### src/rtl/laser_search_pn.sv
// rtl/laser_search_pn.sv - two-circle coverage search: point load, LFSR-driven hill-climb, best-pair report
// Optional build macro LASER_ANNEAL_EN keeps a separate walk base that may accept non-improving moves.
module laser_search_pn #(
  parameter int          CW        = 4,
  parameter int          NPTS      = 40,
  parameter int          RADIUS    = 4,
  parameter int          ROUNDS    = 64,
  parameter int          STEP_MAX  = 3,
  parameter logic [15:0] LFSR_SEED = 16'hACE1
) (
  input  logic                       CLK,
  input  logic                       RST,
  input  logic                       IN_VALID,
  input  logic [CW-1:0]              X,
  input  logic [CW-1:0]              Y,
  output logic [CW-1:0]              C1X,
  output logic [CW-1:0]              C1Y,
  output logic [CW-1:0]              C2X,
  output logic [CW-1:0]              C2Y,
  output logic [$clog2(NPTS+1)-1:0]  COVER,
  output logic                       DONE
);

  localparam int          PW   = $clog2(NPTS);
  localparam int          CVW  = $clog2(NPTS+1);
  localparam int          RW   = $clog2(ROUNDS+1);
  localparam int          MAXC = (1 << CW) - 1;
  localparam logic [CW-1:0] MID  = CW'((1 << (CW-1)) - 1);
  localparam logic [31:0]   R2   = 32'(RADIUS*RADIUS);
  localparam logic [15:0]   SPAN = 16'(2*STEP_MAX+1);

  typedef enum logic [1:0] {S_READ, S_EVAL, S_UPDATE, S_OUT} state_t;

  state_t                 state, state_nx;
  logic [CW-1:0]          pt_x [NPTS];
  logic [CW-1:0]          pt_y [NPTS];
  logic [PW-1:0]          cnt, idx;
  logic [RW-1:0]          round_cnt;
  logic [15:0]            lfsr;
  logic [31:0]            rot;
  logic [3:0][CW-1:0]     cand, best, base, next_cand;
  logic [CVW-1:0]         cand_cover, best_cover;
  logic                   accept, load_done, last_pt, last_round, improve, hit;

  // Squared distance is formed at 2*CW+1 bits so the worst corner-to-corner case cannot overflow.
  function automatic logic in_circle(input logic [CW-1:0] px, input logic [CW-1:0] py,
                                     input logic [CW-1:0] cx, input logic [CW-1:0] cy);
    logic [2*CW:0] dx, dy;
    dx = (px >= cx) ? {{(CW+1){1'b0}}, px - cx} : {{(CW+1){1'b0}}, cx - px};
    dy = (py >= cy) ? {{(CW+1){1'b0}}, py - cy} : {{(CW+1){1'b0}}, cy - py};
    return 32'(dx*dx + dy*dy) <= R2;
  endfunction

  // Offset in [-STEP_MAX, +STEP_MAX]; the result clamps at the grid edge instead of wrapping.
  function automatic logic [CW-1:0] step_coord(input logic [CW-1:0] b, input logic [15:0] r);
    int s;
    s = int'(b) + int'(r % SPAN) - STEP_MAX;
    if (s < 0) s = 0;
    else if (s > MAXC) s = MAXC;
    return s[CW-1:0];
  endfunction

  assign accept     = (state == S_READ) && IN_VALID;
  assign load_done  = accept && (cnt == PW'(NPTS-1));
  assign last_pt    = (idx == PW'(NPTS-1));
  assign last_round = (round_cnt == RW'(ROUNDS-1));
  assign improve    = (state == S_UPDATE) && (cand_cover > best_cover);
  assign hit        = in_circle(pt_x[idx], pt_y[idx], cand[0], cand[1]) ||
                      in_circle(pt_x[idx], pt_y[idx], cand[2], cand[3]);
  assign rot        = {lfsr, lfsr};

`ifdef LASER_ANNEAL_EN
  logic [3:0][CW-1:0] cur;
  assign base = (improve || (lfsr[2:0] == 3'b000)) ? cand : cur;
`else
  assign base = improve ? cand : best;
`endif

  always_comb begin
    next_cand = '0;
    for (int k = 0; k < 4; k++) begin
      next_cand[k] = step_coord(base[k], rot[4*k +: 16]);
    end
  end

  always_comb begin
    state_nx = state;
    case (state)
      S_READ:   if (load_done) state_nx = S_EVAL;
      S_EVAL:   if (last_pt) state_nx = S_UPDATE;
      S_UPDATE: state_nx = last_round ? S_OUT : S_EVAL;
      S_OUT:    state_nx = S_READ;
      default:  state_nx = S_READ;
    endcase
  end

  always_ff @(posedge CLK) begin
    if (RST) state <= S_READ;
    else     state <= state_nx;
  end

  always_ff @(posedge CLK) begin
    if (RST) lfsr <= LFSR_SEED;
    else     lfsr <= {lfsr[14:0], lfsr[15] ^ lfsr[13] ^ lfsr[12] ^ lfsr[10]};
  end

  // Point storage needs no reset: the load counter alone decides what is valid.
  always_ff @(posedge CLK) begin
    if (accept) begin
      pt_x[cnt] <= X;
      pt_y[cnt] <= Y;
    end
  end

  always_ff @(posedge CLK) begin
    if (RST) begin
      cnt        <= '0;
      idx        <= '0;
      round_cnt  <= '0;
      cand       <= '0;
      best       <= '0;
      cand_cover <= '0;
      best_cover <= '0;
      C1X        <= '0;
      C1Y        <= '0;
      C2X        <= '0;
      C2Y        <= '0;
      COVER      <= '0;
      DONE       <= 1'b0;
`ifdef LASER_ANNEAL_EN
      cur        <= '0;
`endif
    end else begin
      DONE <= 1'b0;
      case (state)
        S_READ: begin
          if (accept) cnt <= load_done ? '0 : cnt + PW'(1);
          if (load_done) begin
            idx        <= '0;
            round_cnt  <= '0;
            cand       <= {4{MID}};
            best       <= {4{MID}};
            cand_cover <= '0;
            best_cover <= '0;
`ifdef LASER_ANNEAL_EN
            cur        <= {4{MID}};
`endif
          end
        end
        S_EVAL: begin
          cand_cover <= cand_cover + CVW'(hit);
          idx        <= last_pt ? '0 : idx + PW'(1);
        end
        S_UPDATE: begin
          if (improve) begin
            best       <= cand;
            best_cover <= cand_cover;
          end
`ifdef LASER_ANNEAL_EN
          cur        <= base;
`endif
          cand       <= next_cand;
          cand_cover <= '0;
          round_cnt  <= round_cnt + RW'(1);
        end
        S_OUT: begin
          C1X   <= best[0];
          C1Y   <= best[1];
          C2X   <= best[2];
          C2Y   <= best[3];
          COVER <= best_cover;
          DONE  <= 1'b1;
        end
        default: ;
      endcase
    end
  end

endmodule

### config.mk
export PLATFORM = sky130hd
export DESIGN_NAME = laser_search_pn
export DESIGN_NICKNAME = d
export VERILOG_FILES = /design/src/rtl/laser_search_pn.sv
export SDC_FILE = /design/constraint.sdc
export NUM_CORES = 1
export LEC_CHECK = 0
export CAP_MARGIN = 30
export CORE_MARGIN = 4
export CORE_UTILIZATION = 65
export DETAILED_ROUTE_END_ITERATION = 8
export HOLD_SLACK_MARGIN = 0.02
export PLACE_DENSITY = 0.83
export SYNTH_ARGS = -nofsm -noshare
export SYNTH_HDL_FRONTEND = slang
export SYNTH_SLANG_ARGS = --single-unit
### constraint.sdc
create_clock -name CLK -period 13.91 [get_ports CLK]
set_clock_uncertainty 0.05 [all_clocks]
set_input_delay 2.782 -clock CLK [delete_from_list [all_inputs] [get_ports CLK]]
set_output_delay 2.782 -clock CLK [all_outputs]
set_load 0.05 [all_outputs]
# ---- Word level (Yosys, flattened, before mapping)
# Memory sizes are Yosys's and may differ from the RTL's. A register that Yosys moved wholly into a read port is not among the register bits.
# Cells that the tools add are included.
dict set report classes {
  n_eq_ne 9
  n_shift 0
  n_bitwise 3
  n_mux 36
  n_reduce_logical 14
  add_sub_neg 22
  multipliers 4
  n_lt_le_gt_ge 15
  div_mod_pow 4
}
# operator n
set op_table {}
lappend op_table {{5-bit by 32-bit adder with 32-bit output} 4}
lappend op_table {{32-bit by 5-bit > comparator with 1-bit output (second input constant)} 4}
lappend op_table {{32-bit by 1-bit < comparator with 1-bit output (second input constant)} 4}
lappend op_table {{16-bit by 3-bit remainder unit with 32-bit output (second input constant)} 4}
lappend op_table {{32-bit by 3-bit subtractor with 32-bit output (second input constant)} 4}
lappend op_table {{16-bit one-hot mux with 2 select lines} 2}
lappend op_table {{4-bit two-way mux} 12}
lappend op_table {{6-bit two-way mux} 8}
lappend op_table {{4-bit by 4-bit multiplier with 8-bit output} 4}
lappend op_table {{16-bit two-way mux} 2}
lappend op_table {{4-bit subtractor} 8}
lappend op_table {{6-bit one-hot mux with 2 select lines} 2}
lappend op_table {{8-bit by 8-bit adder with 9-bit output} 2}
lappend op_table {{9-bit by 5-bit less-or-equal comparator with 1-bit output (second input constant)} 2}
lappend op_table {{6-bit one-hot mux with 3 select lines} 1}
lappend op_table {{4-bit greater-or-equal comparator} 4}
lappend op_table {{7-bit one-hot mux with 2 select lines} 1}
lappend op_table {{6-bit by 1-bit adder with 6-bit output (second input constant)} 2}
lappend op_table {{6-bit equality test (second input constant)} 2}
lappend op_table {{2-bit AND reduction} 5}
lappend op_table {{2-bit one-hot mux with 4 select lines} 1}
lappend op_table {{7-bit by 1-bit adder with 7-bit output (second input constant)} 1}
lappend op_table {{7-bit by 6-bit equality test with 1-bit output (second input constant)} 1}
lappend op_table {{7-bit two-way mux} 1}
lappend op_table {{other kinds (14)} 26}
dict set report totals {
  elab_cells 130
  ramBits 320
  memories 2
  latchBits 0
  inputBits 11
  output_inout_bits 23
  romBits 0
  reg_bits 104
}
# name words word_bits read_ports rd_ports_with_merged_regs write_ports line
set mem_list {}
lappend mem_list {pt_x 40 4 1 1 1 35} ;# logic [CW-1:0] pt_x [NPTS];
lappend mem_list {pt_y 40 4 1 1 1 36} ;# logic [CW-1:0] pt_y [NPTS];

# ---- Logic depth before layout (Yosys ltp)
# Gate-level depths: netlist of the first run.
dict set report logic_depth {
  ltp_word 9
  mapped_depth 67
  ltp_nobuf 61
}

# ---- Worst setup path after synthesis of the first run
# OpenSTA, ideal clock, no wires.
dict set report synth_path {
  kind {register to register}
  from {register lfsr[2]}
  to {register cand[6] (netlist name)}
  path_stages_with_launch 62
  setup_time_ns 0.119
  required_time_ns 13.741
  path_buffers 5
  t_arrival_ns 12.545
  synth_period_minus_slack_ns 12.714
  setup_slack_ns 1.196
  path_cell_list {dfxtp_1 buf_2 nand2_1 inv_1 ha_1 nand4b_1 a211oi_1 nor2_1 o31a_1 o31a_1 a2111oi_4 nor2_1 maj3_2 o21bai_1 a21oi_2 buf_4 or3b_2 a31oi_1 [26 not listed] a21oi_1 o21bai_1 a21oi_1 o21bai_1 a21oi_1 o21ai_0 a21o_1 a21oi_1 nand2b_1 a21oi_1 nand4_1 a41oi_1 or3_1 a2111oi_0 o2111ai_1 nor4_1 nand2_1 o221a_2}
}
dict set report synth_between {
  elab_chain_len 7
  word_cells_on_any_way 8
  classes_between {add/sub (2); div (1); order compare (2); mux (3)}
}
# element line
set synth_rtl {}
lappend synth_rtl {{start, declared} 39} ;# logic [15:0] lfsr;
lappend synth_rtl {{start signal, assigned} 104} ;# else lfsr <= {lfsr[14:0], lfsr[15] ^ lfsr[13] ^ lfsr[12] ^ lfsr[10]};
lappend synth_rtl {{16-bit by 3-bit remainder unit with 32-bit output (*)} 57} ;# s = int'(b) + int'(r % SPAN) - STEP_MAX;
lappend synth_rtl {{5-bit by 32-bit adder with 32-bit output (*)} 57}
lappend synth_rtl {{32-bit by 3-bit subtractor with 32-bit output (*)} 57}
lappend synth_rtl {{32-bit by 5-bit > comparator with 1-bit output} 59} ;# else if (s > MAXC) s = MAXC;
lappend synth_rtl {{4-bit two-way mux} 59}
lappend synth_rtl {{4-bit two-way mux (*)} 58} ;# if (s < 0) s = 0;
lappend synth_rtl {{16-bit one-hot mux with 2 select lines (*)} 135} ;# case (state)
lappend synth_rtl {{end signal, assigned} 141} ;# cand <= {4{MID}};
lappend synth_rtl {{end signal, assigned} 162} ;# cand <= next_cand;
lappend synth_rtl {{end, declared} 41} ;# logic [3:0][CW-1:0] cand, best, base, next_cand;
# Every way passes the cells marked *; elsewhere a longest branch is shown, timed or not.
# A chain may end at the register's enable or synchronous reset.

# ---- Worst setup path in the final report of the first run
# Same ends and word-level chain as after synthesis.

==> flow_summary.json, run 1 <==
{
  "post-route-min-period_ps": 13340,
  "syn-cell-area_um2": 37900,
  "place_area_um2": 39000,
  "grt_pass1_vias": 31600,
  "netlist_instances": 4148,
  "die_w_um": 249,
  "grt_overflow_total": 0,
  "port_buffers": 33,
  "cts_buffers": 44,
  "numClockSinks": 430,
  "clkSlewWorstSetupHoldPaths_ps": 70,
  "ys_ff_latch": 430,
  "yosys_warnings": 0,
  "avgSynthCellArea_um2": 9.13,
  "start_util_pct": 65.6,
  "die_area_um2": 62200,
  "finalHoldViolCount": 0,
  "via_per_inst": 6.81,
  "status": "finished, final reports clean",
  "critPathSlowestCell": "o41ai_1",
  "end_kind": "register",
  "synthArstFlopShare_pct": 0,
  "final-max-slew-violation-count": 0,
  "slew-limit-headroom_pct": 31.0,
  "htree_levels": 2,
  "grt-busiest-layer": "met2",
  "placementRows": 88,
  "antenna_found_initial": 0,
  "drc_errors": 0,
  "crit_top_cell": "a21oi_2",
  "cp_slowest_stage_delay_ps": 600,
  "syn_to_final_growth_pct": 9.21,
  "post-route-period-util_pct": 95.9,
  "final_common_cell": "nor2_1",
  "nFillCells": 4107,
  "critPathBufInv": 3,
  "path_delay_family": "compound AO/OA/AOI/OAI gates",
  "dp_hpwl_um": 74600,
  "synth_flop_cell": "edfxtp_1",
  "cts_tree": "built",
  "synth_fp_nets": 4414,
  "fin_area_um2": 41400,
  "worstPathRequired_ps": 14340,
  "nets": 4415,
  "grt_usage_pct": 32.8,
  "gp_congestion": 0.931,
  "synthDistinctLibCells": 148,
  "ctsHoldBuffers": 0,
  "grt_max_degree": 62,
  "grt_pass1_wl_um": 168000,
  "worst_pin_slew_ps": 1030,
  "grt_use_met1_pct": 41.4,
  "first_pass_iters": 6,
  "n_antenna_cell": 0,
  "path_class": "reg2reg",
  "cp-start-kind": "register",
  "cp.arrival_ps": 13780,
  "clock_latency_ps": 600,
  "clockBufferDepth": 3,
  "wire_per_inst_um": 21.8,
  "max_freq_mhz": 74.9,
  "setup_viol": 0,
  "drtIter0Drc": 3738,
  "drive_above_1_share_pct": 14.8,
  "antenna_left": 0,
  "die_h_um": 249,
  "worst_hold_path_type": "reg2reg",
  "met3_usage_pct": 4.57,
  "routed_wl_um": 108000,
  "cp_max_fo": 8,
  "max_cap_violations": 0,
  "final_cell_mix": "nor2_1 (343), nand2_1 (322), edfxtp_1 (320), a21oi_1 (266), inv_1 (261)",
  "clock-root-buffer": "clkbuf_16",
  "design.core.area_um2": 57700,
  "synth_edf_count": 320,
  "synth.yosys.seq_area_share_pct": 31.2,
  "grt_use_met2_pct": 56.3,
  "io_pins": 34,
  "vias": 33700
}
-- area by class of cell --
type | instances | area [um^2] | share of cell area [%]
multi-input combinational | 3247 | 24900 | 60.2
sequential | 430 | 11800 | 28.6
timing repair buffer | 153 | 1260 | 3.04
clock buffer | 52 | 1140 | 2.76
inverter | 273 | 1030 | 2.48
tap | 765 | 957 | 2.31
clock inverter | 29 | 255 | 0.617
-- cells by family after synthesis --
group                      count (synthesis)  share of synthesized area [%]
buffers and inverters                    471                           5.11
and+or+nand+nor                         1393                           18.9
AOI/OAI and AO/OA                       1167                           21.7
xor gates and xnor gates                 236                           5.50
DFF                                      430                           31.2
adders and majority gates                261                           9.26
muxes                                    190                           8.36
-- layer usage --
layer / up-vias / wire, um
li1: 15600 / -
met1: 15900 / 41100
met2: 1798 / 51700
met3: 386 / 9020
met4: 0 / 6050
met5: - / 0
-- timing repair --
item	CTS	global route
setup endpoints to repair	11	16
buffers inserted	5	16
gates resized for setup	19	145
pin swaps	4	26
-- through the flow --
| stage | setup slack [ps] | TNS [ps] | instances | util (%) | hold WS (ps) |
|---|---|---|---|---|---|
| 6_report | 565 | 0 | 4949 | 71.7 | 405 |
| 5_1_grt | -146 | -793 | 4949 | 71.7 | 426 |
| 4_1_cts | 4.31 | 0 | 4933 | 70.3 | 405 |
| 3_5_place_dp | -216 | -767 | 4847 | 67.7 | 397 |
| 3_3_place_gp | 103 | 0 | 4846 | 67.7 | 393 |
| 2_1_floorplan | 1200 | 0 | 4148 | - | 389 |
-- worst reg2reg max path, delay by kind of cell (launching register included) --
family / cells / cell delay (ps)
buf+inv: 3 / 290
flops: 1 / 310
fa+ha+maj: 5 / 1470
compound gates: 30 / 7140
simple gates: 18 / 3710
mux: 1 / 290
-- worst paths after layout --
kind / from / to / slack [ps] / cells after the start
worst min register to register: C1X[1] / C1X[1] / 400 / 2
worst min-delay path: C1X[1] / C1X[1] / 400 / 2
worst max-delay path: lfsr[2] / cand[6] / 570 / 57
worst max register to register: lfsr[2] / cand[6] / 570 / 57
-- flip-flops by register name, indices dropped and copies added, names as in the netlist, named ones only --
signal and count:
pt_x 160, pt_y 160, best 16, cand 16, lfsr 16, round_cnt 7
COVER 6, best_cover 6, cand_cover 6, cnt 6, idx 6, C1X 4
C1Y 4, C2X 4, C2Y 4, state 2, DONE 1
-- synthesized netlist by cell type (45+ instances only) --
| cell | instances | share of area (%) |
|---|---|---|
| clkbuf_1 | 113 | 1.1 |
| mux2i_1 | 61 | 1.6 |
| o21a_1 | 45 | 0.89 |
| nand2b_1 | 58 | 0.96 |
| o21ai_0 | 184 | 2.4 |
| buf_2 | 45 | 0.59 |
| a31oi_1 | 54 | 0.89 |
| nand2_1 | 325 | 3.2 |
| a21o_1 | 74 | 1.5 |
| inv_1 | 261 | 2.6 |
| nand3_1 | 124 | 1.6 |
| a211oi_1 | 47 | 0.93 |
| nor3_1 | 123 | 1.6 |
| a21oi_1 | 285 | 3.8 |
| xor2_1 | 77 | 1.8 |
| ha_1 | 221 | 7.3 |
| edfxtp_1 | 320 | 25 |
| dfxtp_1 | 110 | 5.8 |
| nand4_1 | 46 | 0.76 |
| mux4_2 | 96 | 5.7 |
| xnor2_1 | 157 | 3.6 |
| nor2_1 | 347 | 3.4 |
Power of run 1 is not shown: default switching activity piles up to over one toggle a cycle in this logic, so the estimate is an artifact.
==> run 2: changes to the inputs <==
SLEW_MARGIN = 20   (was unset)
==> run 2 against run 1 <==
  * Non-clock buffer count increased by 5
  * Utilization increased by 0.11 points
  * First-iteration DRC count increased by 2.2%
  * Critical path depth increased by 5
  * Global-route usage unchanged
  * Final area increased by 0.15%
  * Sequential share of layout area about the same
  * Register-to-register slack about the same
  * Via count about the same
  * Fmax about the same
  * Hold slack about the same
  * Critical path type unchanged
==> flow_summary.json, run 2 (same netlist as run 1, synthesis figures left out) <==
{
  "status": "finished, final reports clean",
  "crit_top_cell": "a21oi_1",
  "die_h_um": 249,
  "max_freq_mhz": 74.9,
  "clockBufferDepth": 3,
  "numClockSinks": 430,
  "critPathSlowestCell": "mux2_2",
  "io_pins": 34,
  "crit_start": "lfsr[14]",
  "register_area_um2": 11800,
  "n_antenna_cell": 0,
  "vias": 33700,
  "cp.arrival_ps": 13780,
  "setup_viol": 0,
  "routed_wl_um": 108000,
  "design.core.area_um2": 57700,
  "slew-limit-headroom_pct": 30.6,
  "final_common_cell": "nor2_1",
  "antenna_found_initial": 0,
  "place_inst": 4847,
  "clock_latency_ps": 590,
  "gp_congestion": 0.931,
  "cts_tree": "built",
  "drtIter0Drc": 3820,
  "final-max-slew-violation-count": 0,
  "post-place-ws_ps": -216,
  "fin_cells": 4954,
  "die_area_um2": 62200,
  "finalHoldViolCount": 0,
  "worstPathRequired_ps": 14330,
  "antenna_left": 0,
  "cp_slowest_stage_delay_ps": 450,
  "final_cell_mix": "nor2_1 (343), nand2_1 (322), edfxtp_1 (320), a21oi_1 (266), inv_1 (261)",
  "ctsHoldBuffers": 0,
  "clkSlewWorstSetupHoldPaths_ps": 70,
  "max_cap_violations": 0,
  "placementRows": 88,
  "cp-start-kind": "register",
  "dp_hpwl_um": 74600,
  "die_w_um": 249,
  "setup_tns_ps": 0,
  "min-delay-start": "C1X[1]",
  "syn_to_final_growth_pct": 9.37,
  "nets": 4420,
  "grt_overflow_total": 0,
  "path_class": "reg2reg",
  "cts_buffers": 44,
  "start_util_pct": 65.6,
  "whs_ps": 405,
  "post-route-period-util_pct": 96.0,
  "post-route-min-period_ps": 13350,
  "nFillCells": 4096,
  "multiInputGateArea_um2": 24900,
  "regToRegStartpoint": "lfsr[14]",
  "grt_pass1_vias": 31600,
  "wire_per_inst_um": 21.8,
  "port_buffers": 33,
  "via_per_inst": 6.81,
  "reg.largest.list": "pt_x x160, pt_y x160",
  "cp_max_fo": 10,
  "clock-root-buffer": "clkbuf_16",
  "htree_levels": 2,
  "first_pass_iters": 7,
  "grt_max_degree": 62,
  "grt_pass1_wl_um": 168000,
  "end_kind": "register",
  "drive_above_1_share_pct": 14.9,
  "worst_pin_slew_ps": 1040,
  "drc_errors": 0,
  "worst_slack_ps": 555,
  "grt_usage_pct": 32.8,
  "worst_hold_path_type": "reg2reg"
}
run 2: path summary, 6_finish.rpt:
| path | depth (start not counted) | slack [ps] | end |
|---|---|---|---|
| max | 62 | 560 | cand[0] |
| min | 2 | 400 | C1X[1] |
| max reg2reg | 62 | 560 | cand[0] |
| min reg2reg | 2 | 400 | C1X[1] |
run 2: worst max-delay path: cells and delay by family (launching register included):
family	cells	cell delay, ps
flip-flops	1	430
AND/OR/NAND/NOR	10	1590
multiplexers	2	810
buffers and inverters	5	800
AO/OA/AOI/OAI	39	7880
XOR/XNOR	1	100
adder cells (fa/ha/maj)	5	1530
run 2: per-layer routing:
metal / share of wire [%] / vias to the layer above / GRT usage (%)
li1: - / 15600 / -
met1: 38 / 15900 / 41.4
met2: 48 / 1815 / 56.3
met3: 8.4 / 380 / 4.57
met4: 5.5 / 0 / 14.8
met5: 0 / - / 0
run 2: stage by stage:
stage | area, um^2 | utilization, %
floorplan | 37900 | -
global placement | 39000 | 67.7
detailed placement | 39000 | 67.7
CTS | 40600 | 70.3
global route | 41400 | 71.8
finish | 41400 | 71.8
run 2: final cells by class:
type,count,area share (%)
Sequential cell,430,28.5
Clock inverter,29,0.616
Clock buffer,52,2.76
Tap cell,765,2.31
Multi-Input combinational cell,3247,60.1
Inverter,273,2.48
Timing Repair Buffer,158,3.19
run 2: what timing repair did:
| action | CTS | global route |
|---|---|---|
| endpoints found under the setup margin | 11 | 16 |
| pin swaps | 4 | 26 |
| endpoints found under the hold margin | 0 | 0 |
| setup buffers | 5 | 16 |
| resized for setup | 19 | 145 |
Power of run 2 is left out for the same reason.
